==> src/rtl/serial_adder_ctrl.sv <==
// serial_adder_ctrl: bit-serial N-bit adder sequencer sharing one 1-bit full adder,
// operands in and result out over valid/ready handshakes.

module adder1 (
   input  logic a,
   input  logic b,
   input  logic cin,
   output logic s,
   output logic cout
);
   assign s    = a ^ b ^ cin;
   assign cout = (a & b) | (cin & (a ^ b));
endmodule

module serial_adder_ctrl #(
   parameter int N = 8
) (
   input  logic         clk,
   input  logic         rst,
   input  logic         i_valid,
   output logic         i_ready,
   input  logic [N-1:0] a,
   input  logic [N-1:0] b,
   input  logic         cin,
   output logic         o_valid,
   input  logic         o_ready,
   output logic [N-1:0] sum,
   output logic         cout,
   output logic         overflow
);
   localparam int CW = (N > 1) ? $clog2(N) : 1;
   localparam logic [CW-1:0] LAST = CW'(N - 1);

   typedef enum logic [1:0] {IDLE, RUN, DONE} state_t;
   state_t state, state_nx;

   logic [N-1:0]  sa, sb, ss, ss_nx;
   logic [CW-1:0] cnt;
   logic          c, s, co, last;

   adder1 u_add (.a(sa[0]), .b(sb[0]), .cin(c), .s(s), .cout(co));

   assign last  = (cnt == LAST);
   // new bit enters at the MSB so the LSB-first stream lands in place after N shifts
   assign ss_nx = N'({s, ss} >> 1);

   always_ff @(posedge clk or negedge rst)
      if (!rst) state <= IDLE;
      else      state <= state_nx;

   always_comb begin
      state_nx = IDLE;
      case (state)
         IDLE:    state_nx = i_valid ? RUN : IDLE;
         RUN:     state_nx = last ? DONE : RUN;
         DONE:    state_nx = o_ready ? IDLE : DONE;
         default: state_nx = IDLE;
      endcase
   end

   always_comb begin
      i_ready = (state == IDLE);
      o_valid = (state == DONE);
   end

   always_ff @(posedge clk or negedge rst)
      if (!rst) begin
         sa       <= '0;
         sb       <= '0;
         ss       <= '0;
         c        <= 1'b0;
         cnt      <= '0;
         sum      <= '0;
         cout     <= 1'b0;
         overflow <= 1'b0;
      end else if (state == IDLE && i_valid) begin
         sa  <= a;
         sb  <= b;
         c   <= cin;
         cnt <= '0;
      end else if (state == RUN) begin
         ss  <= ss_nx;
         sa  <= sa >> 1;
         sb  <= sb >> 1;
         c   <= co;
         cnt <= cnt + 1'b1;
         if (last) begin
            sum      <= ss_nx;
            cout     <= co;
            overflow <= c ^ co;
         end
      end
endmodule

==> config.mk <==
export PLATFORM = sky130hd
export DESIGN_NAME = serial_adder_ctrl
export DESIGN_NICKNAME = d
export VERILOG_FILES = /design/src/rtl/serial_adder_ctrl.sv
export SDC_FILE = /design/constraint.sdc
export NUM_CORES = 1
export LEC_CHECK = 0
export BUFFER_PORTS_ARGS = -buffer_cell sky130_fd_sc_hd__buf_2
export CAP_MARGIN = 20
export CORE_UTILIZATION = 50
export DETAILED_ROUTE_END_ITERATION = 8
export PLACE_DENSITY = 0.73
export RECOVER_POWER = 25
export SYNTH_ARGS = -nofsm -noshare
export SYNTH_HDL_FRONTEND = slang
export SYNTH_SLANG_ARGS = --single-unit
==> constraint.sdc <==
create_clock -name clk -period 3.2 [get_ports clk]
set_input_delay 0.32 -clock clk [delete_from_list [all_inputs] [get_ports clk]]
set_output_delay 0.32 -clock clk [all_outputs]
set_load 0.01 [all_outputs]
### After elaboration in Yosys (flattened, before gate mapping)

Index checks and enable logic that the tools add are counted.

| operators by class | value |
|---|---|
| add/sub/neg operators | 1 |
| equality and inequality tests | 3 |
| muxes and demuxes | 12 |
| bitwise gates (word level) | 7 |
| reduce and logical (&&, ||, !) cells | 5 |

Operator list:

| operator | number |
|---|---|
| 8-bit two-way mux | 4 |
| 3-bit two-way mux | 2 |
| 2-bit one-hot mux with 3 select lines | 1 |
| 2-bit two-way mux | 2 |
| 3-bit by 1-bit adder with 3-bit output, second input constant | 1 |
| 3-bit == test, second input constant | 1 |
| 1-bit two-way mux | 3 |
| 3-bit AND reduction | 1 |
| 1-bit bitwise XOR | 3 |
| 1-bit bitwise AND | 2 |
| 2-bit by 1-bit == test with 1-bit output, second input constant | 1 |
| 2-bit == test, second input constant | 1 |
| 2-bit zero test | 1 |
| 2-bit AND reduction | 1 |
| 2-bit nonzero test | 1 |
| 1-bit logical AND | 1 |
| 1-bit NOT | 1 |
| 1-bit bitwise OR | 1 |

| storage, ports and cells | value |
|---|---|
| flip-flop bits (word level) | 40 |
| input bits | 21 |
| output and inout bits | 12 |
| word-level logic and storage cells | 37 |

### Longest topological paths before layout

Gate-level depths: netlist of run 1.

| depth | value |
|---|---|
| depth in word-level cells | 5 |
| depth in mapped cells | 5 |
| gate-level depth less buffers | 4 |

### Modules after synthesis

Synthesis of run 1 repeated with hierarchy kept, for this count alone.

| second synthesis, totals | value |
|---|---|
| cells, all modules | 155 |
| area, all modules | 1752.9 sq um |

Modules (own cells, without submodules):

| module | times used | cells an instance | area each (sq um) | seq. area each (sq um) |
|---|---|---|---|---|
| serial_adder_ctrl | 1 | 154 | 1732.9 | 975.9 |
| adder1 | 1 | 1 | 20.0 | 0.0 |

### Least setup slack after synthesis of run 1

Ideal clock, no wire load.

| timing | value |
|---|---|
| path type | reg-to-reg |
| from | register cnt[0] |
| to | register cout |
| library setup time | 0.125 ns |
| arrival time | 1.386 ns |
| data required time | 3.075 ns |
| setup slack | 1.690 ns |
| stages on the path, launching flop included | 6 |
| path buffers | 1 |
| clock period less this slack | 1.510 ns |
| path through | dfrtp_1 ha_1 ha_1 nand3b_1 buf_2 mux2_2 |

| between the ends | value |
|---|---|
| word-level cells in the longest chain between the ends | 2 |

RTL lines:

| element | line | source |
|---|---|---|
| from (decl) | 38 | `logic [CW-1:0] cnt;` |
| from (signal assigned) | 86 | `cnt <= cnt + 1'b1;` |
| 3-bit == test | 43 | `assign last = (cnt == LAST);` |
| 3-bit AND reduction (no source line) | - |  |
| to (signal assigned) | 89 | `cout <= co;` |
| to (decl) | 28 | `output logic cout,` |

No other way between the ends.
A chain may end at the register's enable or synchronous reset.

### Final worst setup path of run 1

| timing | value |
|---|---|
| from | register state[0] |
| to | register sa[0] |

| between the ends | value |
|---|---|
| word-level cells in the longest chain between the ends | 3 |
| elaborated cells on any way between the ends | 5 |
| those cells by class | eq/ne (1); mux (1); reduce/logical (3) |

RTL lines:

| element | line | source |
|---|---|---|
| from (decl) | 35 | `state_t state, state_nx;` |
| from (signal assigned) | 49 | `else state <= state_nx;` |
| 2-bit zero test | 76 | `end else if (state == IDLE && i_valid) begin` |
| 1-bit logical AND | 76 |  |
| 8-bit two-way mux / 2-bit nonzero test (equally long branches) | - |  |
| to (signal assigned) | 83 | `sa <= sa >> 1;` |
| to (decl) | 37 | `logic [N-1:0] sa, sb, ss, ss_nx;` |

Several ways; a longest one is shown, not always the timed one.

==> results of run 1 <==
## layer usage
layer,share of wire (%),vias up,routed length [um],GRT usage (%)
li1,-,528,-,-
met1,49,545,1430,24.7
met2,45,22,1310,27.8
met3,3.9,5,113,6.93
met4,1.5,0,42,7.79
met5,0,-,0,0
## worst reg2reg max path, stage by stage, from the launching register on
cell      delay (ps)
dfrtp_1          790
nand2b_1         620
o221a_2          480
## through the flow
step	hold WS (ps)	total power, W
after detailed placement	480	0.00162
final	136	0.00187
after floorplan	24.4	0.00145
after CTS	80.8	0.00190
after global placement	459	0.00158
after global routing	122	0.00203
## registers in the layout (all words and copies together) (netlist names)
name	count
ss	7
sa	8
sum	8
overflow	1
state	2
cnt	3
c	1
sb	8
cout	1
## logic make-up after synthesis
group,Yosys count,synth area share (%)
flip-flops,39,55.6
XOR/XNOR,1,0.499
AO/OA/AOI/OAI,23,13.2
AND/OR/NAND/NOR,24,12.3
multiplexers,18,11.5
buffers and inverters,13,4.49
adder cells (fa/ha/maj),3,2.56
## where the power goes
group / leakage [nW] / internal (W) / switching [W]
logic: 0.379 / 0.000414 / 0.000273
registers: 0.464 / 0.000730 / 0.000178
clock network: 0.0386 / 0.000129 / 0.000150
total: 0.881 / 0.00127 / 0.000600
## path summary, 6_finish.rpt
check,cells past startpoint,startpoint,end
min in group asynchronous,1,rst,overflow$_DFFE_PN0P_
max in group asynchronous,1,rst,sb[0]$_DFFE_PN0P_
min reg2reg,1,sum[6]$_DFFE_PN0P_,sum[6]$_DFFE_PN0P_
min,2,o_ready,state[1]$_DFF_PN0_
max reg2reg,2,state[0]$_DFF_PN0_,sa[0]$_DFFE_PN0P_
max,2,state[0]$_DFF_PN0_,sa[0]$_DFFE_PN0P_
## final cells by class
cell class              instances  area, um^2
multi-input cells              69         702
well taps                      46        57.6
flip-flops and latches         39         976
inverters                       1        3.75
fillers                       294        1400
clock buffers                   8        68.8
repair buffers                 32         159
## layout by cell type, fill, tap and decap left out, types with 2 or more instances in the layout
master    netlist  routed
clkbuf_4        0       5
buf_2           6      31
a22o_1          2       2
or4b_1         15      15
mux2_2         16      16
dfrtp_1        39      39
nor4bb_1        2       2
clkbuf_1        2       2
a211o_1         2       2
nand2b_1        2       2
clkbuf_8        0       2
ha_1            2       2
nor3b_1         2       2
o221a_2        15      15
==> metrics.cfg, run 1 <==
[sta]
fmax_mhz=500
timing.slew.headroom_pct=-34.6
hold_viol_final=0
setup_repair_after_global_routing_missed_its_margin=false
timing.setup.tns_ps=0
setup-violations-final=0
drv_slew=40
final_critical_path_setup_slack_ps=1200
finClkSkew_ps=9.59
worst_slew_pin_slew_ps=2020
period_needed_ps=2000
layout_worst_path_cycle_share_pct=62.5

[place]
placed_area_um2=1900
pre_cts_slack_ps=1210
io_buffers=32
gp_congestion=0.703
hpwl_um=2000
dp.cells=187

[cells_and_area]
finalNetCount=172
insertedDiodeCount=0
area_delta_synth_final_pct=12.0
drive_above_1_share_pct=46.3
finish.utilization_pct=58.5
post_layout_cell_count=195
stdcell_area_um2=1970

[drt]
remaining_drc_errors=0
route.detailed.vias_per_inst=5.64
routed_wire_length_per_instance_um=14.8
routed-via-count=1100
antenna_viol_nets_final=0
detail_route.iter0.violations=40
drt-total-wl_um=2890
number_of_iterations_in_the_first_detailed_routing_pass=4

[cts]
cts_setup_buffers=0
cts_inserted_buffers=5
worst_skew_pair.late_latency_ps=350
cts_resized=0
clockRootBuffer=clkbuf_4
cts_hold_buffers=0
clk_path_buf_depth=2
cts.sink_count=39
cts_tree=built
clkSlewWorstSetupHoldPaths_ps=100
cts_htree_levels=2

[synthesis]
post_synth_inst_count=121
syn_avg_cell_area_um2=14.5
ys_seq_elements=39
synth.largest_area_cell=dfrtp_1
async_flop_share_pct=100
synth-main-ff-cell=dfrtp_1
yosys.area.top_type_share_pct=55.6
syn_nets=145
yosysMostFrequentCell=dfrtp_1
synth_top_cells_by_area=dfrtp_1 56%, mux2_2 10%, o221a_2 9.6%
synth.top_cells.by_count=39 x dfrtp_1, 16 x mux2_2, 15 x o221a_2, 15 x or4b_1, 6 x buf_2
synth_area_um2=1760
ys_seq_area_share_pct=55.6
synth-edff-count=0
yosys_warnings=0
synth.lib_cells_used.distinct=26

[setup_path]
timing.critical_path.slowest_stage_cell=dfrtp_1
timing.critical_path.cells=nand2b_1, o221a_2
crit_type=flip-flop to flip-flop
endpoint_kind=flip-flop
crit_path_start_kind=flip-flop
critical_path_peak_fanout=27
critPathTopFamily=flip-flops
cp_data_arrival_time_ps=2230
crit_required_ps=3430
critical_path.n_buffers_inverters=0
rrSetupSlack_ps=1200
worst_path_largest_cell_delay_ps=790

[floorplanning]
floorplan.initialDensity_pct=52.2
pin_count=33
fp.dieArea_um2=3750
die_h_um=61.3
std_cell_rows=21
die_width_um=61.3
floorplan.core_area_um2=3360

[worst_hold_path]
type_of_the_most_critical_hold_path=input pin to flip-flop

[outcome]
status=complete, but fails checks
failing_checks=capacitance limit, slew limit

[grt]
grt_antenna_before_repair=0
grtUsageTotal_pct=18.7
wire_length_of_the_first_global_routing_pass_um=4890
grt.overflow.total=0
grt_start_max_net_pins=40
via_count_of_the_first_global_routing_pass=1063

[power_and_ir_drop]
powerDensity_nw_per_um2=953
ir_worst_vdd_mv=0.426
p_leak_nw=0.881

[flow_run]
total_of_max_cap_violations=1

Note: power is estimated with default switching activity, not from simulation.
==> run 2, diff against run 1 <==
clock period = 1.9 ns   (was 3.2 ns; I/O delays follow)
==> run 2 against run 1 <==
Net effect:
- the run now ends clean
- via count is 4.6% higher
- critical path depth is 2 higher
- die area stayed put
- utilization is 1.4 points higher
- first-iteration DRC count is 20% lower
- cell count is 4.1% higher
- cell area is 2.4% higher
- hold slack better by 54 ps
- clock power is 44% higher
- sequential cell count stayed put
- routed wire length is 11% higher
- largest cell class unchanged
==> metrics.cfg, run 2 (synthesized netlist as in run 1, its figures left out) <==
[power_and_ir_drop]
powerDensity_nw_per_um2=1580  ; was 953 nW/um^2
p_leak_nw=0.917  ; was 0.881 nW
ir_worst_vdd_mv=0.653  ; was 0.426 mV

[sta]
fmax_mhz=587  ; was 500 MHz
worst_slew_pin_slew_ps=925  ; was 2020 ps
period_needed_ps=1700  ; was 2000 ps
timing.setup.tns_ps=0  ; unchanged
hold_viol_final=0  ; unchanged
setup-violations-final=0  ; unchanged
setup_repair_after_global_routing_missed_its_margin=false  ; unchanged
layout_worst_path_cycle_share_pct=89.6  ; was 62.5%
whs_ps=190  ; was 136 ps
finClkSkew_ps=10.4  ; was 9.59 ps
timing.slew.headroom_pct=38.4  ; was -34.6%
drv_slew=0  ; was 40

[grt]
via_count_of_the_first_global_routing_pass=1105  ; was 1063
grt_start_max_net_pins=40  ; unchanged
wire_length_of_the_first_global_routing_pass_um=5300  ; was 4890 um
grt.overflow.total=0  ; unchanged
grt_antenna_before_repair=0  ; unchanged
grtUsageTotal_pct=20.4  ; was 18.7%

[floorplanning]
pin_count=33  ; unchanged
std_cell_rows=21  ; unchanged
fp.dieArea_um2=3750  ; unchanged
floorplan.core_area_um2=3360  ; unchanged
die_width_um=61.3  ; unchanged
floorplan.initialDensity_pct=52.2  ; unchanged
die_h_um=61.3  ; unchanged

[setup_path]
critical_path_peak_fanout=11  ; was 27
crit_path_start_kind=flip-flop  ; unchanged
critPathTopFamily=flip-flops  ; unchanged
crit_type=flip-flop to flip-flop  ; unchanged
cp_data_arrival_time_ps=1940  ; was 2230 ps
timing.critical_path.slowest_stage_cell=dfrtp_1  ; unchanged
critical_path.n_buffers_inverters=0  ; unchanged
timing.critical_path.cells=ha_1, ha_1, nand3b_1, mux2_2  ; was nand2b_1, o221a_2
worst_path_largest_cell_delay_ps=410  ; was 790 ps
endpoint_kind=flip-flop  ; unchanged
path_common_cell=ha_1
crit_required_ps=2140  ; was 3430 ps

[flow_run]
total_of_max_cap_violations=0  ; was 1

[drt]
number_of_iterations_in_the_first_detailed_routing_pass=4  ; unchanged
drt-total-wl_um=3220  ; was 2890 um
route.detailed.vias_per_inst=5.67  ; was 5.64
routed_wire_length_per_instance_um=15.9  ; was 14.8 um
antenna_viol_nets_final=0  ; unchanged
routed-via-count=1151  ; was 1100
remaining_drc_errors=0  ; unchanged
detail_route.iter0.violations=32  ; was 40

[cells_and_area]
area_delta_synth_final_pct=14.7  ; was 12.0%
stdcell_area_um2=2010  ; was 1970 um^2
layout_common_cells=39 x dfrtp_1, 32 x buf_2, 16 x mux2_2  ; was 39 x dfrtp_1, 31 x buf_2, 16 x mux2_2
drive_above_1_share_pct=49.0  ; was 46.3%
reg.largest.list=sa (8), sb (8), sum (8)  ; unchanged
finalNetCount=180  ; was 172
insertedDiodeCount=0  ; unchanged
final_common_cell=dfrtp_1  ; unchanged

[worst_hold_path]
type_of_the_most_critical_hold_path=input pin to flip-flop  ; unchanged

[place]
hpwl_um=2220  ; was 2000 um
gp_congestion=0.736  ; was 0.703
placed_area_um2=1960  ; was 1900 um^2
io_buffers=32  ; unchanged

[cts]
cts_setup_buffers=0  ; unchanged
worst_skew_pair.late_latency_ps=350  ; about the same
cts_inserted_buffers=5  ; unchanged
cts_htree_levels=2  ; unchanged
cts.sink_count=39  ; unchanged
clk_path_buf_depth=2  ; unchanged
clockRootBuffer=clkbuf_4  ; unchanged
clkSlewWorstSetupHoldPaths_ps=110  ; was 100 ps
cts_tree=built  ; unchanged

[outcome]
status=complete, no violations  ; was complete, but fails checks

## run 2: changes by cell type in the layout (fill, tap and decap cells not counted), sizes merged
cell	change
buf	+6
clkbuf	-3
dlygate4sd3	+2
clkinv	+3
## run 2: routing by layer
metal / up-vias / routed length, um / global-route usage [%]
met5: - / 0 / 0
met4: 0 / 55 / 6.82
met3: 7 / 151 / 7.35
met2: 24 / 1450 / 31.5
met1: 574 / 1560 / 26.9
li1: 546 / - / -
## run 2: layout make-up
cell class	count	area, um^2
clock buffer	5	37.5
sequential	39	976
clock inverter	3	15.0
tap	46	57.6
multi-input combinational	69	702
inverter	1	3.75
fill	299	1350
timing repair buffer	40	223
## run 2: through the flow
| step | instances | utilization [%] | total power, W | worst slack (ps) |
|---|---|---|---|---|
| 6_report | 203 | 59.9 | 0.00319 | 198 |
| 5_1_grt | 203 | 59.9 | 0.00343 | 93.6 |
| 3_5_place_dp | 193 | 58.2 | 0.00281 | 190 |
| 2_1_floorplan | 121 | - | 0.00243 | 390 |
| 3_3_place_gp | 193 | 58.2 | 0.00274 | 257 |
| 4_1_cts | 203 | 60.3 | 0.00322 | 172 |
## run 2: what timing repair did
| action | CTS | global route |
|---|---|---|
| endpoints found under the hold margin | 40 | 0 |
| hold buffers | 2 | 0 |
| resized for setup | 0 | 0 |
## run 2: tightest hold or removal path, cell delays in order
cell	delay, ps
buf_2	70
or4b_1	90
o221a_2	160
## run 2: worst paths after layout
path | startpoint | cells after the start | endpoint | slack [ps]
max | cnt[0]$_DFFE_PN0P_ | 4 | sum[4]$_DFFE_PN0P_ | 200
min reg2reg | cnt[0]$_DFFE_PN0P_ | 1 | cnt[0]$_DFFE_PN0P_ | 500
min | cin | 3 | c$_DFFE_PN0P_ | 190
min in group asynchronous | rst | 3 | sb[3]$_DFFE_PN0P_ | 590
max reg2reg | cnt[0]$_DFFE_PN0P_ | 4 | sum[4]$_DFFE_PN0P_ | 200
max in group asynchronous | rst | 3 | ss[5]$_DFFE_PN0P_ | 740
## run 2: where the power goes
group,internal [W],switching (W)
clock network,0.000138,0.000264
registers,0.00123,0.000282
logic,0.000751,0.000520
total,0.00212,0.00107
